<file path="config.mk">
export PLATFORM = sky130hd
export DESIGN_NAME = imem_loader
export DESIGN_NICKNAME = d
export VERILOG_FILES = /design/src/rtl/imem_loader.sv
export SDC_FILE = /design/constraint.sdc
export NUM_CORES = 1
export LEC_CHECK = 0
export ABC_AREA = 1
export CELL_PAD_IN_SITES_DETAIL_PLACEMENT = 1
export CELL_PAD_IN_SITES_GLOBAL_PLACEMENT = 2
export CORE_MARGIN = 2
export CORE_UTILIZATION = 31
export CTS_CLUSTER_SIZE = 28
export DETAILED_ROUTE_END_ITERATION = 12
export PLACE_DENSITY = 0.91
export SLEW_MARGIN = 40
export SYNTH_ARGS = -nofsm -noshare
export SYNTH_HDL_FRONTEND = slang
export SYNTH_SLANG_ARGS = --single-unit
export TNS_END_PERCENT = 50
</file>
<file path="constraint.sdc">
create_clock -name clk -period 2.8 [get_ports clk]
set_clock_uncertainty 0.15 [all_clocks]
set_input_delay 0.56 -clock clk [delete_from_list [all_inputs] [get_ports clk]]
set_output_delay 0.56 -clock clk [all_outputs]
set_load 0.02 [all_outputs]
</file>
<file path="src/rtl/imem_loader.sv">
// imem_loader: packs a host byte stream (16-bit word count, then bytes) into little-endian 32-bit instruction writes.
// Latency: write pulse 1 cycle after the 4th byte of a word; one word per 5 cycles sustained; IMEM_LOADER_CHECKSUM_EN adds a trailing XOR byte.
// Backpressure: in_ready is registered from state only; bytes offered while in_ready=0 must be held by the host.
module imem_loader #(
    parameter int DEPTH  = 64,
    parameter int ADDR_W = 6
) (
    input  logic              clk,
    input  logic              reset,
    input  logic              start,
    input  logic              in_valid,
    input  logic [7:0]        in_data,
    output logic              in_ready,
    output logic              mem_we,
    output logic [ADDR_W-1:0] mem_addr,
    output logic [31:0]       mem_wdata,
    output logic              busy,
    output logic              done,
    output logic              error,
    output logic [ADDR_W:0]   words_loaded
);

    typedef enum logic [3:0] {
        S_IDLE,
        S_LEN_LO,
        S_LEN_HI,
        S_DATA,
        S_WRITE,
`ifdef IMEM_LOADER_CHECKSUM_EN
        S_CHK,
`else
        S_FINISH,
`endif
        S_DONE,
        S_ERROR
    } state_t;

`ifdef IMEM_LOADER_CHECKSUM_EN
    localparam state_t S_TAIL = S_CHK;
`else
    localparam state_t S_TAIL = S_FINISH;
`endif

    state_t      state;
    state_t      nxt;
    logic [15:0] len;
    logic [15:0] len_new;
    logic [15:0] count_next;
    logic [1:0]  byte_cnt;
    logic        xfer;
    logic        ready_nxt;
`ifdef IMEM_LOADER_CHECKSUM_EN
    logic [7:0]  xsum;
`endif

    assign xfer       = in_valid & in_ready;
    assign len_new    = {in_data, len[7:0]};
    assign count_next = 16'(words_loaded) + 16'd1;

    always_comb begin
        nxt = state;
        case (state)
            S_IDLE, S_DONE, S_ERROR: begin
                if (start) nxt = S_LEN_LO;
            end
            S_LEN_LO: begin
                if (xfer) nxt = S_LEN_HI;
            end
            S_LEN_HI: begin
                if (xfer) begin
                    if (len_new > 16'(DEPTH))  nxt = S_ERROR;
                    else if (len_new == 16'd0) nxt = S_TAIL;
                    else                       nxt = S_DATA;
                end
            end
            S_DATA: begin
                if (xfer && byte_cnt == 2'd3) nxt = S_WRITE;
            end
            S_WRITE: begin
                nxt = (count_next == len) ? S_TAIL : S_DATA;
            end
`ifdef IMEM_LOADER_CHECKSUM_EN
            S_CHK: begin
                if (xfer) nxt = (in_data == xsum) ? S_DONE : S_ERROR;
            end
`else
            S_FINISH: begin
                nxt = S_DONE;
            end
`endif
            default: nxt = S_IDLE;
        endcase
    end

    always_comb begin
        ready_nxt = (nxt == S_LEN_LO) || (nxt == S_LEN_HI) || (nxt == S_DATA);
`ifdef IMEM_LOADER_CHECKSUM_EN
        if (nxt == S_CHK) ready_nxt = 1'b1;
`endif
    end

    // Handshake and status outputs are flops loaded from the next state, so they never see in_valid combinationally.
    always_ff @(posedge clk or posedge reset) begin
        if (reset) begin
            state    <= S_IDLE;
            in_ready <= 1'b0;
            mem_we   <= 1'b0;
            busy     <= 1'b0;
            done     <= 1'b0;
            error    <= 1'b0;
        end else begin
            state    <= nxt;
            in_ready <= ready_nxt;
            mem_we   <= (nxt == S_WRITE);
            busy     <= !((nxt == S_IDLE) || (nxt == S_DONE) || (nxt == S_ERROR));
            done     <= (nxt == S_DONE);
            error    <= (nxt == S_ERROR);
        end
    end

    always_ff @(posedge clk or posedge reset) begin
        if (reset) begin
            len          <= '0;
            byte_cnt     <= '0;
            mem_addr     <= '0;
            mem_wdata    <= '0;
            words_loaded <= '0;
`ifdef IMEM_LOADER_CHECKSUM_EN
            xsum         <= '0;
`endif
        end else begin
            case (state)
                S_IDLE, S_DONE, S_ERROR: begin
                    if (start) begin
                        byte_cnt     <= '0;
                        mem_addr     <= '0;
                        words_loaded <= '0;
`ifdef IMEM_LOADER_CHECKSUM_EN
                        xsum         <= '0;
`endif
                    end
                end
                S_LEN_LO: begin
                    if (xfer) len[7:0] <= in_data;
                end
                S_LEN_HI: begin
                    if (xfer) len[15:8] <= in_data;
                end
                S_DATA: begin
                    if (xfer) begin
                        mem_wdata[{byte_cnt, 3'b000} +: 8] <= in_data;
                        byte_cnt <= byte_cnt + 2'd1;
`ifdef IMEM_LOADER_CHECKSUM_EN
                        xsum <= xsum ^ in_data;
`endif
                    end
                end
                S_WRITE: begin
                    words_loaded <= words_loaded + (ADDR_W+1)'(1);
                    // Saturate so the address never points past the last word after a full-size load.
                    if (mem_addr != ADDR_W'(DEPTH - 1)) mem_addr <= mem_addr + ADDR_W'(1);
                end
                default: ;
            endcase
        end
    end

endmodule

</file>
==> results of run 1 <==
-- registers in the layout (all words and copies together), names as in the netlist, 2 cells and up --
signal        flops
state             4
mem_wdata        32
mem_addr          6
len              16
words_loaded      7
byte_cnt          2
-- worst max-delay path: cells and delay by family --
| family | cells | cell delay, ps |
|---|---|---|
| AOI/OAI and AO/OA | 1 | 250 |
| and+or+nand+nor | 7 | 870 |
| buffers and inverters | 2 | 610 |
-- cell families after synthesis --
family | after synthesis | share of synthesized area (%)
adders and majority gates | 7 | 2.495
xor gates and xnor gates | 1 | 0.2496
and+or+nand+nor | 218 | 27.45
AOI/OAI and AO/OA | 71 | 10.87
DFF | 72 | 51.34
buffers and inverters | 66 | 7.486
other | 1 | 0.1068
-- metrics by stage --
step	cell area, µm²	cells
final	4663	658
after global routing	4663	658
after CTS	4663	658
after detailed placement	4377	643
after global placement	4377	643
after floorplan	3510	436
-- power by group --
group          total (µW)  internal [µW]  switching (µW)
Sequential           1350           1210             134
Combinational         839            336             504
Clock                1130            681             446
Total                3310           2230            1080
-- per-layer routing --
metal | routed length, µm | global-route usage, % | vias up
li1 | - | - | 1565
met1 | 4642 | 22.43 | 1497
met2 | 4450 | 25.56 | 79
met3 | 369 | 3.732 | 10
met4 | 105 | 3.583 | 0
met5 | 0 | 0 | -
-- Yosys cell counts (all sizes together) (5+ instances only) --
library cell / count / area [µm²]
nand2: 125 / 476.7
dfrtp: 72 / 1802
inv: 58 / 217.7
o21ai: 48 / 244.0
nand3: 40 / 200.2
nor2: 36 / 168.9
a21oi: 15 / 82.58
nor3: 9 / 50.05
ha: 7 / 87.58
o22ai: 6 / 37.54
clkbuf: 5 / 18.77
nand4: 5 / 31.28
-- layout by cell type, fill, tap and decap left out, drive strengths merged --
cell / netlist / final
o211a: 1 / 1
nor3b: 2 / 2
bufinv: 0 / 1
nor2: 36 / 36
xor2: 1 / 1
o21bai: 1 / 1
nand3: 40 / 40
o22ai: 6 / 6
o21ai: 48 / 48
clkdlybuf4s50: 0 / 61
clkbuf: 5 / 9
nor3: 9 / 9
nand4: 5 / 5
conb: 1 / 1
ha: 7 / 7
nand2: 125 / 125
nor4: 1 / 1
buf: 2 / 13
clkinvlp: 0 / 1
clkinv: 1 / 5
dfrtp: 72 / 72
inv: 58 / 58
a21oi: 15 / 15
-- layout make-up --
| class | instances | area [µm²] | area share [%] |
|---|---|---|---|
| inverters | 59 | 221.5 | 4.749 |
| clock inverters | 6 | 61.31 | 1.315 |
| clock buffers | 9 | 225.2 | 4.830 |
| flip-flops and latches | 72 | 1802 | 38.64 |
| multi-input cells | 298 | 1445 | 30.99 |
| repair buffers | 74 | 733.2 | 15.72 |
| well taps | 140 | 175.2 | 3.756 |
-- how the worst max path moves through the flow --
| stage | from | end | slack [ps] | depth (start not counted) |
|---|---|---|---|---|
| 3_5_place_dp | in_valid | error | 260 | 10 |
| 6_report | in_valid | error | 550 | 10 |
| 3_3_place_gp | in_valid | error | 360 | 10 |
| 4_1_cts | in_valid | error | 580 | 10 |
| 5_1_grt | in_valid | error | 240 | 10 |
| 2_1_floorplan | reset | busy | 270 | 1 |
==> results.toml, run 1 <==
[clock_tree]
cts-root-buf = "clkbuf_16"
htree_num_levels = 3
clk_pin_slew_ps = 60
cts_inserted_buffers = 9
clk_latency_ps = 330
cts.repair.resized = 0
cts_sinks = 72
postCtsSetupBuffers = 0
holdBufCountCts = 0
cts_tree = "done"
clockBufferDepth = 2

[route]
drtIter0Drc = 119
wl_per_cell_um = 14.54
totalWireLength_um = 9568
ant_nets = 0
drtPass1Iterations = 4
viasPerCell = 4.789
vias = 3151
drc = 0

[grt]
grt_pass1_vias = 3272
grt.overflow.total = 0
track_usage_pct = 16.09
grt_pass1_wl_um = 16060
antenna_found_initial = 0
grt_max_degree = 32

[floorplanning]
die_height_um = 110.4
die_area_um2 = 12190
core_um2 = 10940
io_pins = 62
die-width_um = 110.4
start_util_pct = 32.09
rows = 38

[critical_path]
cp_common_cell = "nand2_1"
rr_startpoint = "state[3]"
path_class = "in -> reg"
r2r-end = "words_loaded[6]"
rrSetupSlack_ps = 690
reg2regPathDepth = 6
worstPathRequired_ps = 2850
max_stage_delay_ps = 460
crit_arrival_ps = 2300
end_kind = "register"
path_cells = "clkdlybuf4s50_1 -> nand2_1 -> inv_1 -> nand3_1 -> nor3_1 -> nand4_1 -> a21oi_1 -> nand2_1 -> nand2_1 -> nor2_1"
slowest_stage = "clkdlybuf4s50_1"
crit_path_start_kind = "input port"
worst-path-max-fanout = 4

[cells_and_area]
n_fill_cell = 1353
fin_nets = 533
fin_util_pct = 42.64
syn_to_final_growth_pct = 32.87
drive_gt1_share_pct = 8.687
num_antenna_cells = 0

[logic_synthesis]
yosysSeqAreaShare_pct = 51.34
ys_ff_latch = 72
syn_area_um2 = 3510
yosysUniqueCellTypes = 29
synthArstFlopShare_pct = 100.0
synth_nets = 455
ys.flop_type = "dfrtp_1"
synthCells = 436
synth_warnings = 0
syn_area_per_cell_um2 = 8.050
synth-edff-count = 0

[placement]
preCtsSetupSlack_ps = 261.4
gp_congestion = 0.8179
portBuffers = 61
dp_hpwl_um = 7177

[power]
finalPower_uw = 3313
p_leak_uw = 0.002297
vdd_drop_max_mv = 0.4664
power_density_nw_per_um2 = 710.5

[sta]
fin_ws_ps = 554.9
rsz0062_at_grt = "false"
tightest_slew_ps = 566.6
slew_headroom_pct = 62.02
min_period_ps = 2245
hold_viol = 0
final.setup.tns_ps = 0
fmaxAchievable_mhz = 445.4
period_share_pct = 80.18
finalMaxSlewViolations = 0
setup_viol = 0
holdWs_ps = 342.9

[hold_path]
hold_end = "mem_wdata[25]"
hold_depth = 2
hp-start = "mem_wdata[25]"
min_path_type = "reg -> reg"

[status]
status = "finished, final reports clean"

[flow_run]
maxCapViolations = 0
Power figures use the tool's default switching activity.
==> run 2, diff against run 1 <==
--- a/config.mk
+++ b/config.mk
@@ -9,10 +9,10 @@
 export CELL_PAD_IN_SITES_DETAIL_PLACEMENT = 1
 export CELL_PAD_IN_SITES_GLOBAL_PLACEMENT = 2
 export CORE_MARGIN = 2
-export CORE_UTILIZATION = 31
+export CORE_UTILIZATION = 28
 export CTS_CLUSTER_SIZE = 28
 export DETAILED_ROUTE_END_ITERATION = 12
-export PLACE_DENSITY = 0.91
+export PLACE_DENSITY = 0.87
 export SLEW_MARGIN = 40
 export SYNTH_ARGS = -nofsm -noshare
 export SYNTH_HDL_FRONTEND = slang
==> constraint.sdc (replaced) <==
create_clock -name clk -period 2.05 [get_ports clk]
set_clock_uncertainty 0.15 [all_clocks]
set_input_delay 0.41 -clock clk [delete_from_list [all_inputs] [get_ports clk]]
set_output_delay 0.41 -clock clk [all_outputs]
set_load 0.02 [all_outputs]
==> run 2 against run 1 <==
Clock power up 30%; flip-flop and latch count did not move; routed wire length grew 3.0%; via count up 2.9%; global-route usage hardly changed; combinational power increased by 44%; sequential share of layout area shrank 1.5 points; sequential power is 36% higher.
==> results.toml, run 2 (synthesized netlist as in run 1, its figures left out) <==
[floorplanning]
core_um2 = 12110
io_pins = 62
die-width_um = 116.0
die_area_um2 = 13450
rows = 40
start_util_pct = 28.98
die_height_um = 116.0

[cells_and_area]
drive_gt1_share_pct = 13.22
syn_to_final_growth_pct = 38.40
largest_register = "mem_wdata"
final_cell_mix = "nand2_1 (118), dfrtp_1 (72), clkdlybuf4s50_1 (59)"
fin_nets = 551
n_fill_cell = 1496
finish.instance_area_um2 = 4857
num_antenna_cells = 0
largest_reg_flops = 32
final_common_cell = "nand2_1"
top_regs = "mem_wdata x32, len x16, words_loaded x7"

[grt]
grt_pass1_wl_um = 16990
grt_max_degree = 47
grt.overflow.total = 0
grt_pass1_vias = 3505
antenna_found_initial = 0
track_usage_pct = 16.13

[critical_path]
worst-path-max-fanout = 3
path_buf_inv = 2
crit_arrival_ps = 2070
reg2regPathDepth = 12
slowest_stage = "clkdlybuf4s50_1"
path_class = "in -> reg"
rrSetupSlack_ps = 70
path_cells = "clkdlybuf4s50_1 -> nand2_1 -> inv_1 -> nand3_1 -> nor3_1 -> nand4_1 -> a21oi_1 -> nand3_1 -> nand2_1 -> nand2_1"
worst-path-stages = 10
end_kind = "register"
max_stage_delay_ps = 460
rr_startpoint = "words_loaded[0]"
crit_path_start_kind = "input port"
startpoint = "in_valid"
cp_top_family = "simple AND/OR/NAND/NOR gates"
worstPathRequired_ps = 2120
r2r-end = "busy"
cp_common_cell = "nand2_1"

[sta]
min_period_ps = 1997
final.setup.tns_ps = 0
fin_ws_ps = 53.41
fmaxAchievable_mhz = 500.9
setup_viol = 0
rsz0062_at_grt = "true"
slew_headroom_pct = 66.84
hold_viol = 0
period_share_pct = 97.39
finalMaxSlewViolations = 0
tightest_slew_ps = 495.5
holdWs_ps = 150.9

[power]
finalPower_uw = 4524
vdd_drop_max_mv = 0.6484
swShare_pct = 34.11
combinationalPowerShare_pct = 26.8
p_int_uw = 2981
p_leak_uw = 0.002399
p_seq_share_pct = 40.7
clkPwrFrac_pct = 32.5
switchingPower_uw = 1543
power_density_nw_per_um2 = 931.4

[route]
drtIter0Drc = 118
totalWireLength_um = 9853
vias = 3241
drtPass1Iterations = 4
ant_nets = 0
drc = 0
wl_per_cell_um = 13.98
viasPerCell = 4.597

[clock_tree]
clk_latency_ps = 330
clockBufferDepth = 2
clk_pin_slew_ps = 60
cts_sinks = 72
htree_num_levels = 3
cts_inserted_buffers = 9
cts-root-buf = "clkbuf_16"
cts_tree = "done"
holdBufCountCts = 0

[placement]
placed_area_um2 = 4543
dp_hpwl_um = 7460
gp_congestion = 0.8585
preCtsSetupSlack_ps = -251.5
portBuffers = 61

[hold_path]
min_path_type = "in -> async"

[status]
status = "finished, final reports clean"

[flow_run]
maxCapViolations = 0
[run 2: changes by cell type in the layout (fill, tap and decap cells not counted), sizes merged]
cell | before | now
clkdlybuf4s50 | 61 | 59
dlymetal6s2s | 0 | 2
clkinv | 5 | 3
clkinvlp | 1 | 4
clkbuf | 9 | 10
buf | 13 | 31
bufinv | 1 | 0
[run 2: per-stage QoR]
stage               util, %  instances
floorplan                 -        436
global placement      37.51        688
detailed placement    37.51        688
CTS                   39.77        704
global route          40.10        705
finish                40.10        705
[run 2: cell type report]
cell class	instances	area (µm²)	area share [%]
inverter	59	225.2	4.637
clock buffer	10	229.0	4.714
clock inverter	6	45.04	0.9274
multi-input combinational	298	1473	30.32
tap	168	210.2	4.328
sequential	72	1802	37.09
timing repair buffer	92	873.3	17.98
[run 2: repair_timing]
| item | in CTS | in global routing |
|---|---|---|
| endpoints found under the setup margin | 0 | 5 |
| buffers inserted | 0 | 1 |
| resized for setup | 0 | 10 |
[run 2: metal layers]
metal	global-route usage [%]	up-vias	wire [µm]	part of all wire, %
met2	26.71	61	4653	47
met4	4.286	0	111	1.1
met1	21.91	1566	4801	49
met3	2.824	10	286	2.9
li1	-	1604	-	-
met5	0	-	0	0
[run 2: power by group through the flow]
stage | Clock, µW | Combinational (µW) | Sequential (µW)
final | 1470 | 1210 | 1840
after global routing | 1570 | 1370 | 1880
after CTS | 1510 | 1220 | 1840
after detailed placement | 0 | 1210 | 1860
after global placement | 0 | 1170 | 1860
after floorplan | 0 | 582 | 1950
[run 2: worst max-delay path by stage]
stage,end,slack (ps)
after global placement,busy,-180
after detailed placement,mem_wdata[5],-250
after CTS,words_loaded[0],40
after global routing,busy,-150
after floorplan,mem_wdata[0],-90
final,busy,50
